[src/rtl/decode_ctrl_pipe.sv]
// ---------------------------------------------------------------------------
// decode_ctrl_pipe
//   Registered RV32I decode stage sitting between fetch and execute. A fetched
//   instruction is captured on a valid/ready handshake and turned into the
//   execute control bundle: ALU op, operand-B select, memory and branch/jump
//   controls, writeback enable, register indices, the sign-extended immediate
//   and an illegal-instruction flag. Illegal instructions are still delivered
//   with every side-effecting enable cleared, so execute can raise the trap.
//
// Parameters
//   XLEN   datapath width, immediates sign-extended to XLEN (XLEN >= 32)
//   RV32E  1: any register index the instruction uses above 15 is illegal
//
// Ports
//   clk, rst            clock (rising edge), asynchronous active-high reset
//   in_valid/in_ready   fetch-side handshake, in_instr is the raw instruction
//   flush               kills the held bundle and any incoming instruction
//   out_valid/out_ready execute-side handshake for the decoded bundle
//   alu_op              {variant bit, funct3}
//   alu_src_imm         ALU operand B is imm
//   reg_write           write rd
//   mem_read, mem_write load / store, mem_size is their funct3
//   branch, jump        conditional branch (cond = funct3) / JAL, JALR
//   rs1, rs2, rd        register indices (rs1 forced to 0 for LUI)
//   imm                 sign-extended immediate
//   illegal             instruction not decodable by this stage
// ---------------------------------------------------------------------------
module decode_ctrl_pipe #(
    parameter int XLEN  = 32,
    parameter bit RV32E = 1'b0
) (
    input  logic            clk,
    input  logic            rst,
    input  logic            in_valid,
    output logic            in_ready,
    input  logic [31:0]     in_instr,
    input  logic            flush,
    output logic            out_valid,
    input  logic            out_ready,
    output logic [3:0]      alu_op,
    output logic            alu_src_imm,
    output logic            reg_write,
    output logic            mem_read,
    output logic            mem_write,
    output logic [2:0]      mem_size,
    output logic            branch,
    output logic            jump,
    output logic [4:0]      rs1,
    output logic [4:0]      rs2,
    output logic [4:0]      rd,
    output logic [XLEN-1:0] imm,
    output logic            illegal
);

    typedef enum logic [6:0] {
        OP_LOAD   = 7'b0000011,
        OP_IMM    = 7'b0010011,
        OP_AUIPC  = 7'b0010111,
        OP_STORE  = 7'b0100011,
        OP_REG    = 7'b0110011,
        OP_LUI    = 7'b0110111,
        OP_BRANCH = 7'b1100011,
        OP_JALR   = 7'b1100111,
        OP_JAL    = 7'b1101111
    } opcode_e;

    typedef struct packed {
        logic [3:0]      alu_op;
        logic            alu_src_imm;
        logic            reg_write;
        logic            mem_read;
        logic            mem_write;
        logic [2:0]      mem_size;
        logic            branch;
        logic            jump;
        logic [4:0]      rs1;
        logic [4:0]      rs2;
        logic [4:0]      rd;
        logic [XLEN-1:0] imm;
        logic            illegal;
    } bundle_t;

    localparam logic [6:0] F7_ZERO = 7'b0000000;
    localparam logic [6:0] F7_ALT  = 7'b0100000;

    bundle_t bundle_d;
    bundle_t bundle_q;
    logic    valid_q;
    logic    capture;

    // ------------------------------------------------------------------
    // Field extraction and immediate formats
    // ------------------------------------------------------------------
    logic [2:0]      f3;
    logic [6:0]      f7;
    logic [XLEN-1:0] imm_i;
    logic [XLEN-1:0] imm_s;
    logic [XLEN-1:0] imm_b;
    logic [XLEN-1:0] imm_u;
    logic [XLEN-1:0] imm_j;

    assign f3    = in_instr[14:12];
    assign f7    = in_instr[31:25];
    assign imm_i = {{(XLEN-12){in_instr[31]}}, in_instr[31:20]};
    assign imm_s = {{(XLEN-12){in_instr[31]}}, in_instr[31:25], in_instr[11:7]};
    assign imm_b = {{(XLEN-13){in_instr[31]}}, in_instr[31], in_instr[7],
                    in_instr[30:25], in_instr[11:8], 1'b0};
    assign imm_u = {{(XLEN-32){in_instr[31]}}, in_instr[31:12], 12'b0};
    assign imm_j = {{(XLEN-21){in_instr[31]}}, in_instr[31], in_instr[19:12],
                    in_instr[20], in_instr[30:21], 1'b0};

    // ------------------------------------------------------------------
    // Combinational decode
    // ------------------------------------------------------------------
    logic legal;
    logic use_rs1;
    logic use_rs2;
    logic use_rd;

    always_comb begin
        // NOTE: every variable gets a default before the case so no path
        // leaves it unassigned; otherwise synthesis infers a latch.
        bundle_d     = '0;
        bundle_d.rs1 = in_instr[19:15];
        bundle_d.rs2 = in_instr[24:20];
        bundle_d.rd  = in_instr[11:7];
        legal        = (in_instr[1:0] == 2'b11);
        use_rs1      = 1'b0;
        use_rs2      = 1'b0;
        use_rd       = 1'b0;

        case (in_instr[6:0])
            OP_REG: begin
                bundle_d.alu_op    = {f7[5], f3};
                bundle_d.reg_write = 1'b1;
                use_rs1 = 1'b1;
                use_rs2 = 1'b1;
                use_rd  = 1'b1;
                // Only SUB and SRA have the alternate funct7 encoding.
                if (!(f7 == F7_ZERO ||
                      (f7 == F7_ALT && (f3 == 3'b000 || f3 == 3'b101))))
                    legal = 1'b0;
            end
            OP_IMM: begin
                // Bit 30 selects SRAI over SRLI; for other funct3 it is
                // part of the immediate and must not alter the op.
                bundle_d.alu_op      = {(f3 == 3'b101) ? in_instr[30] : 1'b0, f3};
                bundle_d.alu_src_imm = 1'b1;
                bundle_d.reg_write   = 1'b1;
                bundle_d.imm         = imm_i;
                use_rs1 = 1'b1;
                use_rd  = 1'b1;
                if (f3 == 3'b001 && f7 != F7_ZERO)
                    legal = 1'b0;
                if (f3 == 3'b101 && f7 != F7_ZERO && f7 != F7_ALT)
                    legal = 1'b0;
            end
            OP_LOAD: begin
                bundle_d.alu_src_imm = 1'b1;
                bundle_d.reg_write   = 1'b1;
                bundle_d.mem_read    = 1'b1;
                bundle_d.mem_size    = f3;
                bundle_d.imm         = imm_i;
                use_rs1 = 1'b1;
                use_rd  = 1'b1;
                if (f3 == 3'b011 || f3 == 3'b110 || f3 == 3'b111)
                    legal = 1'b0;
            end
            OP_STORE: begin
                bundle_d.alu_src_imm = 1'b1;
                bundle_d.mem_write   = 1'b1;
                bundle_d.mem_size    = f3;
                bundle_d.imm         = imm_s;
                use_rs1 = 1'b1;
                use_rs2 = 1'b1;
                if (f3 > 3'b010)
                    legal = 1'b0;
            end
            OP_BRANCH: begin
                bundle_d.alu_op = 4'b1000;
                bundle_d.branch = 1'b1;
                bundle_d.imm    = imm_b;
                use_rs1 = 1'b1;
                use_rs2 = 1'b1;
                if (f3 == 3'b010 || f3 == 3'b011)
                    legal = 1'b0;
            end
            OP_JALR: begin
                bundle_d.alu_src_imm = 1'b1;
                bundle_d.reg_write   = 1'b1;
                bundle_d.jump        = 1'b1;
                bundle_d.imm         = imm_i;
                use_rs1 = 1'b1;
                use_rd  = 1'b1;
                if (f3 != 3'b000)
                    legal = 1'b0;
            end
            OP_JAL: begin
                bundle_d.alu_src_imm = 1'b1;
                bundle_d.reg_write   = 1'b1;
                bundle_d.jump        = 1'b1;
                bundle_d.imm         = imm_j;
                use_rd = 1'b1;
            end
            OP_AUIPC: begin
                bundle_d.alu_src_imm = 1'b1;
                bundle_d.reg_write   = 1'b1;
                bundle_d.imm         = imm_u;
                use_rd = 1'b1;
            end
            OP_LUI: begin
                // rs1 = x0 lets execute compute x0 + imm with the ADD path.
                bundle_d.alu_src_imm = 1'b1;
                bundle_d.reg_write   = 1'b1;
                bundle_d.imm         = imm_u;
                bundle_d.rs1         = 5'd0;
                use_rd = 1'b1;
            end
            default: begin
                // FENCE, SYSTEM and anything unknown.
                legal = 1'b0;
            end
        endcase

        if (RV32E && ((use_rs1 && bundle_d.rs1[4]) ||
                      (use_rs2 && bundle_d.rs2[4]) ||
                      (use_rd  && bundle_d.rd[4])))
            legal = 1'b0;

        bundle_d.illegal = !legal;
        if (!legal) begin
            bundle_d.reg_write = 1'b0;
            bundle_d.mem_read  = 1'b0;
            bundle_d.mem_write = 1'b0;
            bundle_d.branch    = 1'b0;
            bundle_d.jump      = 1'b0;
        end
    end

    // ------------------------------------------------------------------
    // Pipeline register with valid/ready handshake
    // ------------------------------------------------------------------
    assign in_ready = !valid_q || out_ready;
    assign capture  = in_valid && in_ready && !flush;

    always_ff @(posedge clk or posedge rst) begin
        if (rst) begin
            // NOTE: the bundle fields are reset as well as valid, because the
            // stage must present an all-zero bundle straight out of reset.
            valid_q  <= 1'b0;
            bundle_q <= '0;
        end else if (flush) begin
            // Flush outranks capture; fields keep their last value.
            // NOTE: non-blocking assignments for all state, so every register
            // updates from pre-edge values regardless of statement order.
            valid_q <= 1'b0;
        end else if (capture) begin
            valid_q  <= 1'b1;
            bundle_q <= bundle_d;
        end else if (out_ready) begin
            valid_q <= 1'b0;
        end
    end

    assign out_valid   = valid_q;
    assign alu_op      = bundle_q.alu_op;
    assign alu_src_imm = bundle_q.alu_src_imm;
    assign reg_write   = bundle_q.reg_write;
    assign mem_read    = bundle_q.mem_read;
    assign mem_write   = bundle_q.mem_write;
    assign mem_size    = bundle_q.mem_size;
    assign branch      = bundle_q.branch;
    assign jump        = bundle_q.jump;
    assign rs1         = bundle_q.rs1;
    assign rs2         = bundle_q.rs2;
    assign rd          = bundle_q.rd;
    assign imm         = bundle_q.imm;
    assign illegal     = bundle_q.illegal;

endmodule

[config.mk]
export PLATFORM = sky130hd
export DESIGN_NAME = decode_ctrl_pipe
export DESIGN_NICKNAME = d
export VERILOG_FILES = /design/src/rtl/decode_ctrl_pipe.sv
export SDC_FILE = /design/constraint.sdc
export NUM_CORES = 1
export LEC_CHECK = 0
export ABC_CLOCK_PERIOD_IN_PS = 2500
export BUFFER_PORTS_ARGS = -buffer_cell sky130_fd_sc_hd__buf_2
export CAP_MARGIN = 20
export CORE_ASPECT_RATIO = 1.2
export CORE_MARGIN = 2
export CORE_UTILIZATION = 50
export CTS_BUF_LIST = sky130_fd_sc_hd__clkbuf_4 sky130_fd_sc_hd__clkbuf_8
export DETAILED_ROUTE_END_ITERATION = 10
export HOLD_SLACK_MARGIN = 0.05
export PLACE_DENSITY = 0.91
export SLEW_MARGIN = 30
export SYNTH_ARGS = -nofsm -noshare
export SYNTH_HDL_FRONTEND = slang
export SYNTH_SLANG_ARGS = --single-unit
[constraint.sdc]
create_clock -name clk -period 2.5 [get_ports clk]
set_clock_uncertainty 0.1 [all_clocks]
set_input_delay 0.375 -clock clk [delete_from_list [all_inputs] [get_ports clk]]
set_output_delay 0.375 -clock clk [all_outputs]
set_load 0.02 [all_outputs]
==> impl_results.md <==
- Most frequent cells after synthesis: sky130_fd_sc_hd__nand2_1, sky130_fd_sc_hd__dfrtp_1, sky130_fd_sc_hd__a21oi_1, sky130_fd_sc_hd__nor2_1, sky130_fd_sc_hd__o21ai_0
- Worst min-delay path startpoint: flush
- CP startpoint: in_instr[2]
- Pre-CTS worst setup slack: 0.271 ns
- Die boundary width: 72.8 µm
- Antenna-violating nets left: 0
- Run status: completed
- Detailed-route vias per instance: 5.78
- Clock period minus final worst setup slack: 1.92 ns
- Met2 track demand over resource: 0.415
- Classification of the worst setup path: in2reg
- Wire length reported by the detailed router: 7.93 mm
- Highest clock frequency the design can meet: 0.520 GHz
- Power, Total: 2.35 mW
- TritonCTS clock tree: built
- Layout Cells excl Fill: 482
- Arr. time, crit path: 2.04 ns
- Area Growth Syn to Fin: 28.0%
- Routed length per placed instance: 16.5 µm
- Setup fix buffers added after clock tree synthesis: 0
- Met3 Usage GRT: 0.0523
- Worst EP required: 2.62 ns
- Worst hold path type: in2reg
- Maximum fanout count along the critical path: 12
- Starting density of the core: 0.511
- Count of input and output buffers: 99
- Power density over the cells: 645 nW/µm²
- Largest voltage drop on the vdd net: 0.336 mV
- CP Cell Sequence: buf_2 > nand4bb_4 > o32ai_4 > o31ai_2 > buf_4 > o21ai_0
- CTS clock-pin slew for the worst setup and hold paths: 0.07 ns
- Core area: 5560 µm²
- Leading cell type by number of instances after synthesis: sky130_fd_sc_hd__nand2_1
- Initial antenna violation count: 0
- Type of element capturing the critical path: flip-flop
- Launching element type of the critical path: input port
- Total Neg Setup Slack: 0 ns
- All-Layer GR Usage: 0.264
- Top flip-flop cell by instance count after synthesis: sky130_fd_sc_hd__dfrtp_1
- # IOs: 100
- GRT Residual Overflow: 0
- Final Net Count: 451
- Clock Tree Root: sky130_fd_sc_hd__clkbuf_8
- Die ar.: 6300 µm²
- Number of levels in the clock H-tree: 3
- Warning count from the yosys run: 0
- Net count after synthesis: 347
- DR vias: 2,788
- Largest net degree at the start of global routing: 55
- Top Usage Layer GRT: met2
- Via count of the first global-routing pass: 2,636
- Leakage: 1.84 nW
- Worst-Margin Slew: 0.779 ns
- Max-slew violations: 0
- Number of buffers on the longest clock path: 2
- Post-synth EDFFs: 0
- Unrepaired setup endpoints after global routing: false
- Number of iterations in the first detailed-routing pass: 8
- Area contributors post-synth: sky130_fd_sc_hd__dfrtp_1, sky130_fd_sc_hd__nand2_1, sky130_fd_sc_hd__a21oi_1
- Cell area after synthesis: 2840 µm²
- Cell Count Post-Placement: 466
- Final setup violation count: 0
- Layout cell share with drive strength beyond 1: 0.321
- Count of antenna diodes in the layout: 0
- Cells after synthesis: 310
- Met1 usage: 0.335
- Final hold violation count: 0
- Async set-reset flop share out of synthesis: 1.00
- Wire length of the first global-routing pass: 12.7 mm
- Sequential element share of the synthesized area: 0.546
- Number of library cell types mapped by synthesis: 41
- Most area-hungry cell type in the Yosys netlist: sky130_fd_sc_hd__dfrtp_1
- Number of DRC violations after detailed routing: 0
- Detailed-placement wirelength estimate: 5.77 mm
- Die height: 86.6 µm
- Reg2reg start: out_valid
- Worst rel slew slack: 0.478
- Std-Cell Rows: 30
- Number of buffers created by CTS: 9
- Clock sink total: 62
- Smallest setup slack after layout: 0.575 ns
- Register bit count reported by yosys: 62
- DRT iter0 DRCs: 246
- Worst-skew pair later-pin latency: 0.34 ns
- Critical-path top delay cell: sky130_fd_sc_hd__o31ai_2
- Syn avg cell area: 9.17 µm²
- Proportion of netlist area held by the largest area contributor: 0.546
- Final critical-path share of the clock period: 0.770
- Max-cap check violation count: 0
- Final Wtd Congestion: 0.943
- Worst path max stage delay: 0.70 ns
- Fillcell total: 445
-- cell families (layout without fill, tap and decap cells) --
family / count (synthesis) / after routing / share of synthesized area
AND/OR/NAND/NOR: 138 / 138 / 0.224
AO/OA/AOI/OAI: 88 / 88 / 0.195
buffers and inverters: 22 / 130 / 0.0352
flip-flops: 62 / 62 / 0.546
-- sequential cells by signal, summed over array words and instances, names as in the netlist --
| register | cells |
|---|---|
| mem_read | 1 |
| alu_src_imm | 1 |
| branch | 1 |
| out_valid | 1 |
| alu_op | 4 |
| jump | 1 |
| mem_write | 1 |
| imm | 32 |
| rs2 | 5 |
| reg_write | 1 |
| mem_size | 3 |
| illegal | 1 |
| rs1 | 5 |
| rd | 5 |
-- per-stage QoR --
step,hold slack (ns),util,cell area (µm²)
5_1_grt,0.133,0.655,3640
2_1_floorplan,0.341,-,2840
3_5_place_dp,0.207,0.616,3420
3_3_place_gp,0.197,0.616,3420
6_report,0.126,0.655,3640
4_1_cts,0.112,0.655,3640
-- report_power, final --
part,internal [mW],switching (mW)
registers,1.06,0.0292
logic,0.117,0.242
clock network,0.520,0.377
-- path summary, 6_finish.rpt --
path	to	slack [ns]	cells past startpoint
worst max-delay path	imm[30]	0.58	6
worst min-delay path	out_valid	0.13	2
worst max register to register	mem_read	0.62	5
worst min register to register	rs1[4]	0.37	2
max in group asynchronous	mem_write	1.36	4
min in group asynchronous	rs2[3]	0.41	3
-- layout make-up --
class / count / area [µm²] / area share
flip-flops and latches: 62 / 1550 / 0.427
multi-input cells: 226 / 1190 / 0.327
repair buffers: 110 / 593 / 0.163
clock buffers: 12 / 159 / 0.0437
well taps: 64 / 80.1 / 0.0220
clock inverters: 3 / 43.8 / 0.0120
inverters: 5 / 18.8 / 0.00516
-- repair_timing --
item / 4_1_cts / 5_1_grt
gates resized for setup: 0 / 0
hold buffers: 1 / 0
hold endpoints to repair: 8 / 0
-- placed cells by master (no fill, tap or decap), types with 2 or more instances in the layout --
cell type and instances:
sky130_fd_sc_hd__a22o_1 6, sky130_fd_sc_hd__o21ai_0 20, sky130_fd_sc_hd__or3_1 2, sky130_fd_sc_hd__nand2_1 80, sky130_fd_sc_hd__nand3_1 6, sky130_fd_sc_hd__nand4b_1 2
sky130_fd_sc_hd__a221oi_1 4, sky130_fd_sc_hd__buf_2 99, sky130_fd_sc_hd__nor2b_1 2, sky130_fd_sc_hd__nand3b_1 2, sky130_fd_sc_hd__dfrtp_1 62, sky130_fd_sc_hd__o21a_1 2
sky130_fd_sc_hd__nor3_1 7, sky130_fd_sc_hd__a21oi_1 31, sky130_fd_sc_hd__o21ai_1 13, sky130_fd_sc_hd__inv_1 4, sky130_fd_sc_hd__buf_4 9, sky130_fd_sc_hd__clkbuf_8 11
sky130_fd_sc_hd__nor2_1 28
-- per-layer routing --
metal | share of wire | routed length, µm
met4 | 0.043 | 343
met5 | 0 | 0
met2 | 0.49 | 3890
met1 | 0.39 | 3090
met3 | 0.076 | 604
-- critical path, delay by kind of cell --
kind | cells | cell delay [ns]
AOI/OAI and AO/OA | 3 | 0.93
buffers and inverters | 2 | 0.50
and+or+nand+nor | 1 | 0.23
(Power assumes the default switching activity.)
